**src/rtl/fp_pkg.sv**
```systemverilog
// Shared definitions for the floating-point max-reduction slice.
//   NEXP, NSIG, W    : default IEEE-754 single-precision field widths
//   state_t          : reduction FSM states
//   QNAN, NEG_INF    : canonical quiet NaN and negative infinity at default width
//   is_nan, is_inf   : classifiers for any format up to 64 bits wide
package fp_pkg;

  localparam int NEXP = 8;
  localparam int NSIG = 23;
  localparam int W    = NEXP + NSIG + 1;

  typedef enum logic [1:0] {
    S_IDLE  = 2'd0,
    S_ACCUM = 2'd1,
    S_DONE  = 2'd2
  } state_t;

  localparam logic [W-1:0] QNAN    = {1'b0, {NEXP{1'b1}}, 1'b1, {(NSIG-1){1'b0}}};
  localparam logic [W-1:0] NEG_INF = {1'b1, {NEXP{1'b1}}, {NSIG{1'b0}}};

  // The operand is zero-extended into 64 bits so one function serves any
  // format; nexp/nsig are elaboration constants at every call site.
  function automatic logic is_nan(input logic [63:0] x, input int nexp, input int nsig);
    logic [63:0] sig_mask;
    logic [63:0] exp_mask;
    sig_mask = (64'd1 << nsig) - 64'd1;
    exp_mask = ((64'd1 << nexp) - 64'd1) << nsig;
    return ((x & exp_mask) == exp_mask) && ((x & sig_mask) != 64'd0);
  endfunction

  function automatic logic is_inf(input logic [63:0] x, input int nexp, input int nsig);
    logic [63:0] sig_mask;
    logic [63:0] exp_mask;
    sig_mask = (64'd1 << nsig) - 64'd1;
    exp_mask = ((64'd1 << nexp) - 64'd1) << nsig;
    return ((x & exp_mask) == exp_mask) && ((x & sig_mask) == 64'd0);
  endfunction

endpackage

```
**src/rtl/fp_max2.sv**
```systemverilog
// Two-input ordering core: a_gt_b is high when a is strictly greater than b.
//   a, b    : IEEE-754 operands {sign, exp, sig}
//   a_gt_b  : strict greater-than; equal bit patterns give 0
// Sign-magnitude ordering on raw bits: +0 > -0, infinities order naturally,
// denormals compare without flushing. NaN operands are not handled here; the
// caller screens them out.
module fp_max2 #(
  parameter int NEXP = 8,
  parameter int NSIG = 23,
  localparam int W   = NEXP + NSIG + 1
) (
  input  logic [W-1:0] a,
  input  logic [W-1:0] b,
  output logic         a_gt_b
);

  logic         w_sign_a;
  logic         w_sign_b;
  logic [W-2:0] w_mag_a;
  logic [W-2:0] w_mag_b;

  assign w_sign_a = a[W-1];
  assign w_sign_b = b[W-1];
  assign w_mag_a  = a[W-2:0];
  assign w_mag_b  = b[W-2:0];

  // NOTE: every branch of an always_comb must assign every output (here via
  // the default first), otherwise synthesis infers a latch.
  always_comb begin
    a_gt_b = 1'b0;
    if (w_sign_a != w_sign_b) begin
      a_gt_b = ~w_sign_a;
    end else if (!w_sign_a) begin
      a_gt_b = (w_mag_a > w_mag_b);
    end else begin
      // Both negative: the smaller magnitude is the larger value.
      a_gt_b = (w_mag_a < w_mag_b);
    end
  end

endmodule

```
**src/rtl/fp_max_reduce.sv**
```systemverilog
// Streaming max-reduction: accepts a burst of len IEEE-754 operands and
// returns the largest value and the zero-based index of its first occurrence.
//   clk, rst            : clock, asynchronous active-high reset
//   start, len          : launch a burst of len elements (sampled in IDLE only)
//   in_valid/in_ready   : operand handshake, in_data = {sign, exp, sig}
//   out_valid/out_ready : result handshake
//   out_data            : maximum, or canonical qNaN if any NaN was seen
//   out_index           : index of the selected element (first NaN if any)
//   out_nan             : at least one NaN in the burst
//   busy                : block is not IDLE
module fp_max_reduce
  import fp_pkg::*;
#(
  parameter int NEXP  = fp_pkg::NEXP,
  parameter int NSIG  = fp_pkg::NSIG,
  parameter int CNT_W = 8,
  localparam int W    = NEXP + NSIG + 1
) (
  input  logic             clk,
  input  logic             rst,
  input  logic             start,
  input  logic [CNT_W-1:0] len,
  input  logic             in_valid,
  output logic             in_ready,
  input  logic [W-1:0]     in_data,
  output logic             out_valid,
  input  logic             out_ready,
  output logic [W-1:0]     out_data,
  output logic [CNT_W-1:0] out_index,
  output logic             out_nan,
  output logic             busy
);

  localparam logic [W-1:0] QNAN_W    = {1'b0, {NEXP{1'b1}}, 1'b1, {(NSIG-1){1'b0}}};
  localparam logic [W-1:0] NEG_INF_W = {1'b1, {NEXP{1'b1}}, {NSIG{1'b0}}};

  state_t           r_state;
  logic [CNT_W-1:0] r_len;
  logic [CNT_W-1:0] r_count;
  logic [W-1:0]     r_acc;
  logic [CNT_W-1:0] r_idx;
  logic             r_nan;

  logic             w_accept;
  logic             w_in_nan;
  logic             w_in_gt;
  logic             w_last;

  fp_max2 #(
    .NEXP (NEXP),
    .NSIG (NSIG)
  ) u_max2 (
    .a      (in_data),
    .b      (r_acc),
    .a_gt_b (w_in_gt)
  );

  assign in_ready  = (r_state == S_ACCUM);
  assign out_valid = (r_state == S_DONE);
  assign busy      = (r_state != S_IDLE);

  assign w_accept  = in_valid && in_ready;
  assign w_in_nan  = is_nan(64'(in_data), NEXP, NSIG);
  // count never exceeds len-1, so len = 2^CNT_W-1 finishes before any wrap.
  assign w_last    = (r_count == r_len - CNT_W'(1));

  // Outputs are forced to zero outside DONE so nothing stale leaks out.
  assign out_data  = !out_valid ? '0 : (r_nan ? QNAN_W : r_acc);
  assign out_index = out_valid ? r_idx : '0;
  assign out_nan   = out_valid && r_nan;

  // NOTE: sequential state uses non-blocking assignments so every register
  // samples the pre-edge values of the others, independent of statement order.
  always_ff @(posedge clk or posedge rst) begin
    if (rst) begin
      r_state <= S_IDLE;
      r_len   <= '0;
      r_count <= '0;
      r_acc   <= '0;
      r_idx   <= '0;
      r_nan   <= 1'b0;
    end else begin
      case (r_state)
        S_IDLE: begin
          if (start) begin
            r_count <= '0;
            r_nan   <= 1'b0;
            r_idx   <= '0;
            if (len == '0) begin
              r_acc   <= NEG_INF_W;
              r_state <= S_DONE;
            end else begin
              r_len   <= len;
              r_state <= S_ACCUM;
            end
          end
        end

        S_ACCUM: begin
          if (w_accept) begin
            r_count <= r_count + CNT_W'(1);
            if (w_in_nan) begin
              // First NaN pins the index; the accumulator never takes a NaN.
              if (!r_nan) begin
                r_nan <= 1'b1;
                r_idx <= r_count;
              end
            end else if ((r_count == '0) || w_in_gt) begin
              r_acc <= in_data;
              if (!r_nan) begin
                r_idx <= r_count;
              end
            end
            if (w_last) begin
              r_state <= S_DONE;
            end
          end
        end

        S_DONE: begin
          if (out_ready) begin
            r_state <= S_IDLE;
          end
        end

        default: r_state <= S_IDLE;
      endcase
    end
  end

endmodule
```
**config.mk**
```make
export PLATFORM = sky130hd
export DESIGN_NAME = fp_max_reduce
export DESIGN_NICKNAME = d
export VERILOG_FILES = /design/src/rtl/fp_pkg.sv /design/src/rtl/fp_max2.sv /design/src/rtl/fp_max_reduce.sv
export SDC_FILE = /design/constraint.sdc
export NUM_CORES = 1
export LEC_CHECK = 0
export ABC_AREA = 1
export CORE_MARGIN = 3
export CORE_UTILIZATION = 53
export DETAILED_ROUTE_END_ITERATION = 6
export PLACE_DENSITY_LB_ADDON = 0.12
export SLEW_MARGIN = 10
export SYNTH_ARGS = -nofsm -noshare
export SYNTH_HDL_FRONTEND = slang
export SYNTH_HIERARCHICAL = 1
export SYNTH_SLANG_ARGS = --single-unit
export TNS_END_PERCENT = 1
```
**constraint.sdc**
```tcl
create_clock -name clk -period 2.4 [get_ports clk]
set_input_delay 0.48 -clock clk [delete_from_list [all_inputs] [get_ports clk]]
set_output_delay 0.48 -clock clk [all_outputs]
set_load 0.01 [all_outputs]
```
==> results.txt <==
- By area, the combinational part of the netlist is dominated by simple AND/OR/NAND/NOR gates.
- For this run, the register share of the synthesized area comes to 33.71%.
- Of the total power, combinational logic draws 60.2%.
* Critical Path Stages: 19
* Cell total after placement: 859
- STA classifies the critical path endpoint as a register.
- Of the total synthesized cell area, the portion taken by full adders, half adders and majority gates is 9.714%.
- Of all flip-flops after synthesis, the portion carrying an async set or reset was 100.0%.
- Final core area utilization: 82.25%
- Cell area after synthesis: 0.004379 mm^2
* DRT antenna net count: 0
* Total nets after synthesis: 722
- Vias in the first global route: 4462
* Maximum operating frequency: 373.6 MHz
* Vias per std cell: 5.497
- Critical register-to-register path startpoint: r_acc[10]
- Across all layers, the routed design uses 4887 vias.
* Number of H-tree branching levels: 3
- TritonCTS created 9 clock buffers.
* Remaining global-route overflow: 0
- TritonCTS built the clock tree.
- Averaged over all synthesized cells, the footprint is 6.811 um^2.
* Critical-path top delay cell: sky130_fd_sc_hd__dfrtp_1
* Post-route insts no fill: 889
- Sequential share of power: 24.5%
- STA classifies the critical path startpoint as a register.
- In this design, the critical path's most frequently occurring cell is sky130_fd_sc_hd__nand2_1.
- Fraction of power spent switching nets: 45.85%
* Die extent in y: 96.90 um
- Final worst setup slack: -276.3 ps
* Startpoint-to-endpoint class of the critical path: reg -> reg
- The area growth from synthesis to layout is 48.14%.
- Traced cell by cell, the critical path runs through inv_2 > ha_4 > a21oi_1 > nand2_1 > a21oi_2 > nand2_2 > nand2_2 > nand2_2 > nand2_1 > nand2_1 > nand2_1 > inv_2 > nor3_4 > nor2_4 > nand2_4 > buf_12 > clkbuf_16 > nand2_1 > o21ai_1.
- Max-slew violations: 0
- Type of the tightest min-delay check: in -> async
- RSZ-0062 raised after global routing: true
- OpenSTA, run right after detailed placement, puts the worst setup slack at -549.0 ps.
- Layout net count: 861
- Counting I/O delays and the setup requirement, the final critical path takes 2676 ps.
* Finish-stage setup viols: 40
* Critical Path Fanout Max: 7
- Clock slew at the register clock pins of the worst setup and hold paths: 70 ps
- Measured against its own limit, the worst slew margin works out to 67.14%.
* Count of port buffers added during placement: 88
* Mean routed wirelength per cell: 16.18 um
- Entering global routing, the biggest net connects 42 pins.
- Clock sink count: 59
* Placement Rows: 32
- The synthesized design contains 59 register bits.
- The synthesized netlist contains 33 unique library cells.
- For this configuration, the core starts out at a cell density of 55.52%.
- VDD sags by at most 501.0 uV.
- Post-Synthesis Cells: 643
* Max incr delay on CP: 410 ps
* Die area: 0.009390 mm^2
- Compound-Gate Fraction of Synth Area: 10.69%
* HPWL after detailed placement: 8619 um
* Cell count of the worst reg-to-reg path: 19
* DR DRC count: 0
* Synthesized-area fraction occupied by and/or/nand/nor cells: 34.06%
- Count of TritonRoute iterations in the first routing pass: 5
- Data arrives at the worst endpoint at 2950 ps.
* Num ports: 89
- The cell family contributing the most delay on the critical path is simple AND/OR/NAND/NOR gates.
- The worst register-to-register path ends at r_acc[30].
* Number of design-rule violations left by the first detailed-router iteration: 345
- Max-cap check violation count: 0
- Buffers inserted to repair hold after CTS numbered 0.
- In this run the power density over the cells is 1082 mW/mm^2.
- The initial antenna violation count is 0.
- After detailed routing, the total wire length is 14390 um.
- Number of enable-type register cells in the synthesized netlist: 0
- Clk network pwr share: 15.3%
- Yosys synthesis warning count: 6
- Switching power: 0.003220 W
- Data required time of the critical path: 2680 ps
* Most used cells in the layout excluding fill and tap cells: sky130_fd_sc_hd__nand2_1 (188), sky130_fd_sc_hd__nor2_1 (102), sky130_fd_sc_hd__inv_1 (80)
- In this run the static leakage power is 3.892 nW.
- Most frequently used flop master after synthesis: sky130_fd_sc_hd__dfrtp_1
- The count of endpoints failing hold in the final timing report was 0.
- Clock root buffer: sky130_fd_sc_hd__clkbuf_8
- Of the cells placed in the final design, the portion with a size suffix greater than 1 is 21.09%.
* Overall power after layout: 0.007023 W
* Last weighted congestion value of the routability-driven placer: 0.9082
* Most common library cell in the layout ignoring fill and taps: sky130_fd_sc_hd__nand2_1
- For the pin with the worst max-slew slack, the measured transition is 491.7 ps.
* Violations in the final reports: negative setup slack
- Crit path buf inv count: 4
- Multiplexer share of the synthesized area: 0%
- Placeable core area: 0.007888 mm^2
- In this run the horizontal extent of the chip is 96.90 um.
- For flop-to-flop paths, the worst setup slack is -280 ps.
* Number of buffers on the longest clock path: 2
* Post-synthesis share of cell area spent on xor and xnor gates: 0.8000%
* Number of diodes: 0
* Run status: complete, but fails checks
- The final critical path takes up 111.5% of the cycle.
* Internal power: 0.003803 W
- The first global-routing pass estimated 21030 um of wire.
- For the final database, setup skew stands at 8.204 ps.
- Later-pin clock latency in the skew report: 350 ps
- Global-route usage over all layers: 27.19%
==> per-layer routing <==
metal  wire length, um  global-route usage, %  up-vias
li1                  -                      -     2276
met1              5943                  36.08     2324
met2              6966                  44.11      237
met3               989                  4.758       50
met4               485                  10.80        0
met5                 0                      0        -
==> state kept, by name, indices dropped and copies added (netlist names) <==
| register | count |
|---|---|
| r_nan | 1 |
| r_len | 8 |
| r_acc | 32 |
| r_count | 8 |
| r_state | 2 |
| r_idx | 8 |
==> final cells by class <==
cell class                      instances  area, um^2
Sequential cell                        59        1476
Clock buffer                           12       155.1
Fill cell                             437        1400
Inverter                               96       364.1
Tap cell                              102       127.6
Multi-Input combinational cell        469        2699
Clock inverter                          4       72.57
Timing Repair Buffer                  147        1593
==> timing repair <==
item                       in CTS  in global routing
resized for setup              34                 87
pin swaps                      22                 24
buffers inserted                3                  7
setup endpoints to repair      81                 79
gates cloned                    2                  2
==> how the worst max path moves through the flow <==
stage / startpoint / endpoint / slack (ps)
after floorplan: in_data[22] / r_acc[27] / 170
after global placement: in_data[14] / r_acc[12] / -470
after detailed placement: in_data[14] / r_acc[18] / -550
after CTS: r_acc[12] / r_acc[30] / -60
after global routing: r_acc[19] / r_acc[27] / -420
final: r_acc[10] / r_acc[30] / -280
==> power by group through the flow <==
stage	Clock, W	Combinational [W]	Sequential [W]
after floorplan	0	0.00239	0.00161
after global placement	0	0.00312	0.00169
after detailed placement	0	0.00325	0.00170
after CTS	0.00107	0.00361	0.00169
after global routing	0.00113	0.00462	0.00176
final	0.00107	0.00423	0.00172
==> logic make-up (layout without fill, tap and decap cells) <==
group / Yosys count / count (layout)
xor gates and xnor gates: 4 / 4
and+or+nand+nor: 361 / 361
DFF: 59 / 59
buffers and inverters: 115 / 259
AOI/OAI and AO/OA: 70 / 70
adders and majority gates: 34 / 34
==> cell usage after synthesis, drive strengths merged (7+ instances only) <==
library cell / n / area, um^2
clkbuf: 10 / 37.54
ha: 34 / 425.4
nor2: 109 / 421.7
nand4: 9 / 56.30
dfrtp: 59 / 1476
o21ai: 48 / 345.3
inv: 93 / 349.1
nand2: 204 / 790.8
nor3: 7 / 51.30
buf: 9 / 85.08
nand3: 28 / 145.1
a21oi: 18 / 93.84
==> stage by stage <==
stage	hold WS [ps]	cell area, um^2	TNS (ps)
after floorplan	441.9	4379	0
after global placement	458.4	5653	-18040
after detailed placement	459.6	5653	-19700
after CTS	383.3	6051	-1675
after global routing	415.1	6487	-14740
final	387.0	6487	-8978
No activity file was read; power rests on OpenSTA's default activity.
